### config.mk
export PLATFORM = sky130hd
export DESIGN_NAME = interrupt_controller
export DESIGN_NICKNAME = d
export VERILOG_FILES = /design/src/rtl/interrupt_controller_pkg.sv /design/src/rtl/interrupt_sync.sv /design/src/rtl/interrupt_controller.sv
export SDC_FILE = /design/constraint.sdc
export NUM_CORES = 1
export LEC_CHECK = 0
export CAP_MARGIN = 0
export CORE_ASPECT_RATIO = 1.5
export CORE_MARGIN = 5
export CORE_UTILIZATION = 59
export DETAILED_ROUTE_END_ITERATION = 8
export PLACE_DENSITY = 0.8
export SYNTH_ARGS = -nofsm -noshare
export SYNTH_HDL_FRONTEND = slang
export SYNTH_HIERARCHICAL = 1
export SYNTH_SLANG_ARGS = --single-unit
### constraint.sdc
create_clock -name clk -period 11.7 [get_ports clk]
set_input_delay 2.34 -clock clk [delete_from_list [all_inputs] [get_ports clk]]
set_output_delay 2.34 -clock clk [all_outputs]
set_load 0.05 [all_outputs]
### src/rtl/interrupt_controller_pkg.sv
// Shared definitions for the interrupt controller: register index map and
// width helpers used to size ID and thread-index ports.
package interrupt_controller_pkg;

  typedef enum logic [2:0] {
    IC_MASK     = 3'd0,
    IC_TRIGGER  = 3'd1,
    IC_POLARITY = 3'd2,
    IC_ACK      = 3'd3,
    IC_PENDING  = 3'd4,
    IC_SW_SET   = 3'd5,
    IC_CLAIM    = 3'd6
  } ic_reg_e;

  localparam logic [31:0] IC_NONE = 32'hffff_ffff;

  // Index width for n items; never zero so single-item configs still have a port.
  function automatic int id_width(input int n);
    return (n > 1) ? $clog2(n) : 1;
  endfunction

endpackage

### src/rtl/interrupt_sync.sv
// N-bit multi-flop synchroniser for asynchronous request lines.
// Ports: clk, reset (async, active-high), d (raw input), q (synchronised).
module interrupt_sync #(
  parameter int WIDTH  = 1,
  parameter int STAGES = 2
) (
  input  logic             clk,
  input  logic             reset,
  input  logic [WIDTH-1:0] d,
  output logic [WIDTH-1:0] q
);

  logic [STAGES-1:0][WIDTH-1:0] sync_q;

  always_ff @(posedge clk or posedge reset) begin
    if (reset) begin
      sync_q <= '0;
    end else begin
      sync_q[0] <= d;
      for (int i = 1; i < STAGES; i++) sync_q[i] <= sync_q[i-1];
    end
  end

  assign q = sync_q[STAGES-1];

endmodule

### src/rtl/interrupt_controller.sv
// Per-core interrupt controller: synchronises external lines, applies
// per-line polarity and trigger mode, latches edges and software requests
// per thread, and reports the lowest-numbered unmasked pending line.
// Ports:
//   clk, reset            core clock, async active-high reset
//   interrupt_req         raw external lines (asynchronous)
//   ic_write_en/read_en   register strobes, ic_reg selects register,
//   ic_thread_idx         target thread for per-thread registers
//   ic_write_val          write data, ic_read_val registered read data
//   ic_interrupt_pending  per-thread any-pending flag
//   ic_interrupt_id       per-thread winning interrupt ID
module interrupt_controller
  import interrupt_controller_pkg::*;
#(
  parameter int NUM_INTERRUPTS = 16,
  parameter int NUM_THREADS    = 4,
  parameter int SYNC_STAGES    = 2,
  parameter int ID_WIDTH       = id_width(NUM_INTERRUPTS),
  parameter int THREAD_W       = id_width(NUM_THREADS)
) (
  input  logic                                 clk,
  input  logic                                 reset,
  input  logic [NUM_INTERRUPTS-1:0]            interrupt_req,
  input  logic                                 ic_write_en,
  input  logic                                 ic_read_en,
  input  logic [2:0]                           ic_reg,
  input  logic [THREAD_W-1:0]                  ic_thread_idx,
  input  logic [31:0]                          ic_write_val,
  output logic [31:0]                          ic_read_val,
  output logic [NUM_THREADS-1:0]               ic_interrupt_pending,
  output logic [NUM_THREADS-1:0][ID_WIDTH-1:0] ic_interrupt_id
);

  localparam int N  = NUM_INTERRUPTS;
  localparam int NT = NUM_THREADS;

  logic [N-1:0] s_req, a_req, a_prev, edge_vec, wr_bits;
  logic [N-1:0] polarity, trigger;
  logic [NT-1:0][N-1:0] mask, edge_latched, sw_latched;
  logic [NT-1:0][N-1:0] pending, masked, ack, swset;
  logic [N-1:0] sel_pending;
  logic [ID_WIDTH-1:0] sel_id;
  logic sel_any;
  logic thread_ok;
  logic [31:0] rd_data;
  ic_reg_e reg_sel;

  // Upper write bits are intentionally dropped.
  logic unused_write_bits;
  assign unused_write_bits = ^ic_write_val;

  function automatic logic [ID_WIDTH-1:0] lowest_id(input logic [N-1:0] v);
    lowest_id = '0;
    for (int i = N - 1; i >= 0; i--)
      if (v[i]) lowest_id = ID_WIDTH'(i);
  endfunction

  interrupt_sync #(.WIDTH(N), .STAGES(SYNC_STAGES)) u_sync (
    .clk   (clk),
    .reset (reset),
    .d     (interrupt_req),
    .q     (s_req)
  );

  assign a_req    = s_req ^ polarity;
  assign edge_vec = a_req & ~a_prev;
  assign wr_bits  = ic_write_val[N-1:0];
  assign reg_sel  = ic_reg_e'(ic_reg);

  // Non-power-of-two thread counts leave some index codes unused.
  if (NT == (1 << THREAD_W)) begin : g_idx_full
    assign thread_ok = 1'b1;
  end else begin : g_idx_part
    assign thread_ok = int'(ic_thread_idx) < NT;
  end

  for (genvar t = 0; t < NT; t++) begin : g_thread
    logic hit;
    assign hit      = ic_write_en && thread_ok && (ic_thread_idx == THREAD_W'(t));
    assign ack[t]   = (hit && reg_sel == IC_ACK)    ? wr_bits : '0;
    assign swset[t] = (hit && reg_sel == IC_SW_SET) ? wr_bits : '0;
    // Level lines bypass the edge latch, so ack cannot clear them.
    assign pending[t] = (trigger & a_req) | (~trigger & edge_latched[t]) | sw_latched[t];
    assign masked[t]  = pending[t] & mask[t];
    assign ic_interrupt_pending[t] = |masked[t];
    assign ic_interrupt_id[t]      = lowest_id(masked[t]);
  end

  always_ff @(posedge clk or posedge reset) begin
    if (reset) begin
      a_prev       <= '0;
      edge_latched <= '0;
      sw_latched   <= '0;
    end else begin
      a_prev <= a_req;
      // Sets are OR-ed after the clear so a colliding set survives the ack.
      for (int t = 0; t < NT; t++) begin
        edge_latched[t] <= (edge_latched[t] & ~ack[t]) | edge_vec;
        sw_latched[t]   <= (sw_latched[t] & ~ack[t]) | swset[t];
      end
    end
  end

  always_ff @(posedge clk or posedge reset) begin
    if (reset) begin
      mask     <= '0;
      trigger  <= '0;
      polarity <= '0;
    end else if (ic_write_en) begin
      case (reg_sel)
        IC_MASK:     if (thread_ok) mask[ic_thread_idx] <= wr_bits;
        IC_TRIGGER:  trigger  <= wr_bits;
        IC_POLARITY: polarity <= wr_bits;
        default: ;
      endcase
    end
  end

  always_comb begin
    sel_pending = '0;
    sel_id      = '0;
    sel_any     = 1'b0;
    if (thread_ok) begin
      sel_pending = pending[ic_thread_idx];
      sel_id      = ic_interrupt_id[ic_thread_idx];
      sel_any     = ic_interrupt_pending[ic_thread_idx];
    end
  end

  always_comb begin
    rd_data = IC_NONE;
    case (reg_sel)
      IC_MASK:     rd_data = thread_ok ? 32'(mask[ic_thread_idx]) : 32'd0;
      IC_TRIGGER:  rd_data = 32'(trigger);
      IC_POLARITY: rd_data = 32'(polarity);
      IC_PENDING:  rd_data = 32'(sel_pending);
      IC_CLAIM:    rd_data = sel_any ? 32'(sel_id) : IC_NONE;
      default:     rd_data = IC_NONE;
    endcase
  end

  always_ff @(posedge clk or posedge reset) begin
    if (reset)           ic_read_val <= '0;
    else if (ic_read_en) ic_read_val <= rd_data;
  end

endmodule

# Word level (Yosys, flattened, before mapping)

Cells that the tools add are included.

Bits in registers: 304
Input port bits: 57
Output and inout bits: 52

$lt $le $gt $ge: 2
Eq/ne operators: 9
Multiplexer cells: 85
Bitwise operators: 41
Reductions and logical operators: 22

Operators by type and width:

| kind                                                               | count |
|---|---|
| bitwise AND 16 bit                                                 | 18 |
| 2-to-1 mux 4 bit                                                   | 65 |
| OR 16 bit                                                          | 16 |
| 2-to-1 mux 16 bit                                                  | 11 |
| one-hot mux 32 bit (5 select lines)                                | 1 |
| NOT 16 bit                                                         | 6 |
| binary-select mux 16 bit (select 2 bit)                            | 2 |
| bitwise mux 64 bit                                                 | 1 |
| OR reduction 16 bit                                                | 4 |
| demux 16 bit (select 2 bit)                                        | 1 |
| 2-to-1 mux 32 bit                                                  | 1 |
| XOR 16 bit                                                         | 1 |
| logical AND 1 bit                                                  | 13 |
| == test 3 bit (second input constant)                              | 3 |
| binary-select mux 4 bit (select 2 bit)                             | 1 |
| == test 3 x 2 -> 1 bit (second input constant)                     | 2 |
| AND reduction 2 bit                                                | 3 |
| == test 2 bit (second input constant)                              | 2 |
| == test 3 x 1 -> 1 bit (second input constant)                     | 1 |
| zero test 3 bit                                                    | 1 |
| < comparator 2 x 3 -> 1 bit (second input constant)                | 1 |
| binary-select mux 1 bit (select 2 bit)                             | 1 |
| == test 2 x 1 -> 1 bit (second input constant)                     | 1 |
| greater-or-equal comparator 2 x 1 -> 1 bit (second input constant) | 1 |
| 2 further kinds                                                    | 2 |

# Logic depth before layout (Yosys ltp)

Depth in word-level cells: 25
Gate-level depth with buffers: 10

# By module

The synthesis kept the hierarchy.

By module, submodules not included:

| module               | instances | cells each | area an instance (sq um) | sequential area each (sq um) |
|---|---|---|---|---|
| interrupt_controller | 1         | 1,347      | 14,103.5                 | 6,431.2 |
| interrupt_sync       | 1         | 49         | 924.6                    | 800.8 |

# Least setup slack after synthesis

OpenSTA, ideal clock, no wires.

Path type: flip-flop to output port
Start point: register u_sync.sync_q, in the netlist u_sync/q[2]
End point: output ic_interrupt_id[11] (netlist bit)
Data arrival time: 2,851 ps
Setup slack: 6,509 ps
Cell stages (with the launch flop): 7
Path through: dfrtp_1 buf_4 xnor2_2 inv_2 o311a_4 or4_4 a2111oi_2

RTL lines:

| item               | line                       | RTL |
|---|---|---|
| start: declaration | interrupt_sync.sv:13       | `logic [STAGES-1:0][WIDTH-1:0] sync_q;` |
| end: declaration   | interrupt_controller.sv:31 | `output logic [NUM_THREADS-1:0][ID_WIDTH-1:0] ic_interrupt_id` |

==> results.md <==
* Run status: finished, final reports clean
* Total number of yosys warnings at 6
* Worst Path Required at between 9 and 10 ns
* Number of setup violations in the final report at 0
* CP endpoint kind: primary output
* Fin crit period at approximately 6.6 ns
* Primary FF master, synth: dfrtp_1
* DRC Markers at 0
* Largest cells by area after synthesis: dfrtp_1 48%, mux2_2 7.4%, mux4_2 4.8%, a22o_1 3.8%, nor2_1 3.7%
* Most common cell after layout, fill and taps aside: dfrtp_1
* Final hold vios at 0
* Die Y at between 200 and 250 um
* Sw power at between 1000 and 1500 uW
* Max VDD drop at ~0.00015 V
* Final ANT Viol Nets at 0
* Buffers on Ports at slightly above 90
* Leak Pwr at about 0.007 uW
* Synth async-reset ratio at between 90% and 100%
* Layout cells sized above 1 at 18.5%
* CTS resizes at 0
* Sequential fraction of the synthesis area at between 40% and 50%
* Slew @ Worst Pin at between 1 and 1.5 ns
* GRT overflow at 0
* Area share of fa/ha/maj cells after synthesis at 0%
* Clock Sink Count at slightly below 300
* Routed vias/inst at roughly 6.8
* N_diodes at 0
* Fmax at between 150 and 200 MHz
* Post-synthesis register bit count at just under 300
* Clock share of power at a little under a third
* Fin area at approximately 17000 sq um
* Final period util at between 50% and 60%
* Busiest grt layer: met2
* Worst hold path class: reg -> reg
* RSZ-0062 raised after global routing: false
* First-pass GRT wire length at 69600 um
* Avg Inst Size Synth at about 11 sq um
* WL/cell at between 20 and 30 um
* I/O pins at ~110
* Post-synthesis cell count at about 1400
* Die W at 140 um
* Largest family of logic cells by synthesized area: compound AO/OA/AOI/OAI gates
* CTS Hold Buffers Added at 0
* Setup TNS at 0 ns
* Starting density of the core at between 50% and 60%
* Area share of the largest cell type after synthesis at roughly half
* Synth Area in Compound Gates at a little over a fifth
* HPWL after DPL at 30000 um
* H-tree levels at 1
* Post-Synth Simple-Gate Area at 11.3%
* Syn Nets at about 1500
* Largest net degree at the start of global routing at between 100 and 150
* Met2 Use GR at 49.8%
* Critical Path, Cell by Cell: xnor2_2 > inv_2 > o311ai_1 > nor4b_1 > and2b_1 > o21ai_0 > inv_1 > clkdlybuf4s50_1
* Worst setup path class: reg -> out
* Via count at ~12000
* Fin Clk Skew at 0.0131 ns
* Vias in the first global route at 12100
* Relative slew slack at between 10% and 20%
* Fill count at 1858
* Global placer's final weighted congestion at ~0.96
* Core ar. at roughly 25000 sq um
* Max cap viols at 0
* Int Power at approximately 2200 uW
* Post-Synth XOR/XNOR Area at roughly 1.3%
* DRT iter0 DRCs at around 1700
* Sequential Power Share at roughly 40%
* Hold-critical path depth at 0
* Yosys cell types at 73
* Arr. time, crit path at 4.29 ns
* Total GRT Usage at 31.2%
* Clock root buffer: clkbuf_16
* CTS Buffer Depth at 3
* Clock transition at path regs at roughly 0.070 ns
* Multiplexer share of the synthesized area at between 10% and 20%
* DIE AREA at around 29000 sq um
* EDFF count, synth at 0
* Slowest stage delay, CP at roughly 0.92 ns
* CTS tree: yes
* Net Sw Frac at between 30% and 40%
* Mapped Area at ~15000 sq um
* Final nets at between 1000 and 1500
* Final WL at around 45000 um
* Insertion delay to the later sink of the worst-skew pair at 0.57 ns
* Setup repair bufs after CTS at 0
* Crit-path max FO at 7
* GR Util met3 at approximately 6.4%
* PwrDens at between 150 and 200 nW/um^2
* Cell Area, Placed at ~16000 sq um
* Pre-antenna DRT Iters at 6
* # rows at 71
* Reg2reg path depth at 8
* Initial antenna violation count at 0
* Num CTS Buffers at 28
* GR Util met1 at slightly below 40%
* Setup crit start kind: flip-flop
* Slowest CP cell: nor4b_1
* Layout area overhead at 13.9%
* Most frequent cells in the layout: 289 x dfrtp_1, 147 x nor2_1, 99 x mux2_2
* Largest area contributor in the netlist: dfrtp_1
* Slew Limit Fails at 0
* Logic gate share of total power at 30.3%
==> cell families (layout without fill, tap and decap cells) <==
family | after synthesis | count (layout)
AOI/OAI and AO/OA | 426 | 426
and+or+nand+nor | 359 | 359
DFF | 289 | 289
buffers and inverters | 172 | 233
muxes | 134 | 134
xor gates and xnor gates | 16 | 16
==> synthesized netlist by cell type, types with 19 or more instances <==
| cell | number |
|---|---|
| dfrtp_1 | 289 |
| nor2_1 | 150 |
| mux2_2 | 99 |
| nand2_1 | 97 |
| clkbuf_1 | 67 |
| a21o_1 | 65 |
| a22o_1 | 65 |
| a21oi_1 | 60 |
| inv_1 | 55 |
| or3_1 | 35 |
| o31ai_1 | 33 |
| mux4_2 | 32 |
| a31oi_1 | 31 |
| buf_4 | 31 |
| o21ai_0 | 29 |
| o311a_1 | 24 |
| o311ai_0 | 19 |
==> sequential cells by signal, indices dropped and copies added, names as in the netlist <==
register / flops
sw_latched: 64
ic_read_val: 17
u_sync/sync_q: 16
polarity: 16
mask: 64
trigger: 16
u_sync/q: 16
edge_latched: 64
a_prev: 16
==> power groups by stage <==
stage	Sequential [uW]	Combinational (uW)	Clock, uW
floorplan	1300	739	0
global placement	1330	986	0
detailed placement	1340	1010	0
CTS	1320	1020	1050
global route	1350	1090	1090
finish	1330	1030	1040
==> stage by stage <==
stage | instances | total power (uW) | hold WS, ns | utilization [%] | setup WS [ns]
after floorplan | 1396 | 2040 | 0.331 | - | 2.29
after global placement | 1733 | 2310 | 0.332 | 63.8 | 5.87
after detailed placement | 1733 | 2350 | 0.335 | 63.8 | 5.82
after CTS | 1785 | 3390 | 0.349 | 68.1 | 5.20
after global routing | 1785 | 3530 | 0.357 | 68.1 | 4.99
final | 1785 | 3400 | 0.346 | 68.1 | 5.07
==> cell type report <==
cell class	instances	area, sq um	share of cell area [%]
inverter	64	248	1.45
clock inverter	18	283	1.65
multi-input combinational	935	7060	41.3
sequential	289	7230	42.2
clock buffer	34	785	4.58
timing repair buffer	117	1100	6.42
tap	328	410	2.40
==> final timing paths <==
path                              startpoint                   to  slack, ns
max in group asynchronous              reset              mask[1]       7.81
setup / recovery                polarity[14]  ic_interrupt_id[14]       5.07
hold / removal             u_sync/sync_q[15]         u_sync/q[15]       0.35
min in group asynchronous              reset         polarity[14]       2.30
hold reg to reg            u_sync/sync_q[15]         u_sync/q[15]       0.35
setup reg to reg                polarity[14]       ic_read_val[3]       7.74
==> per-layer routing <==
layer / up-vias / routed length [um]
met1: 5967 / 16000
met3: 179 / 4810
met5: - / 0
met4: 0 / 2980
met2: 722 / 21100
li1: 5254 / -
==> worst max-delay path: cells and delay by family, from the launching register on <==
kind | cells | cell delay (ns)
flops | 1 | 0.42
compound gates | 2 | 0.91
simple gates | 2 | 1.19
buf+inv | 3 | 0.93
xor+xnor | 1 | 0.28
(Power assumes the default switching activity.)
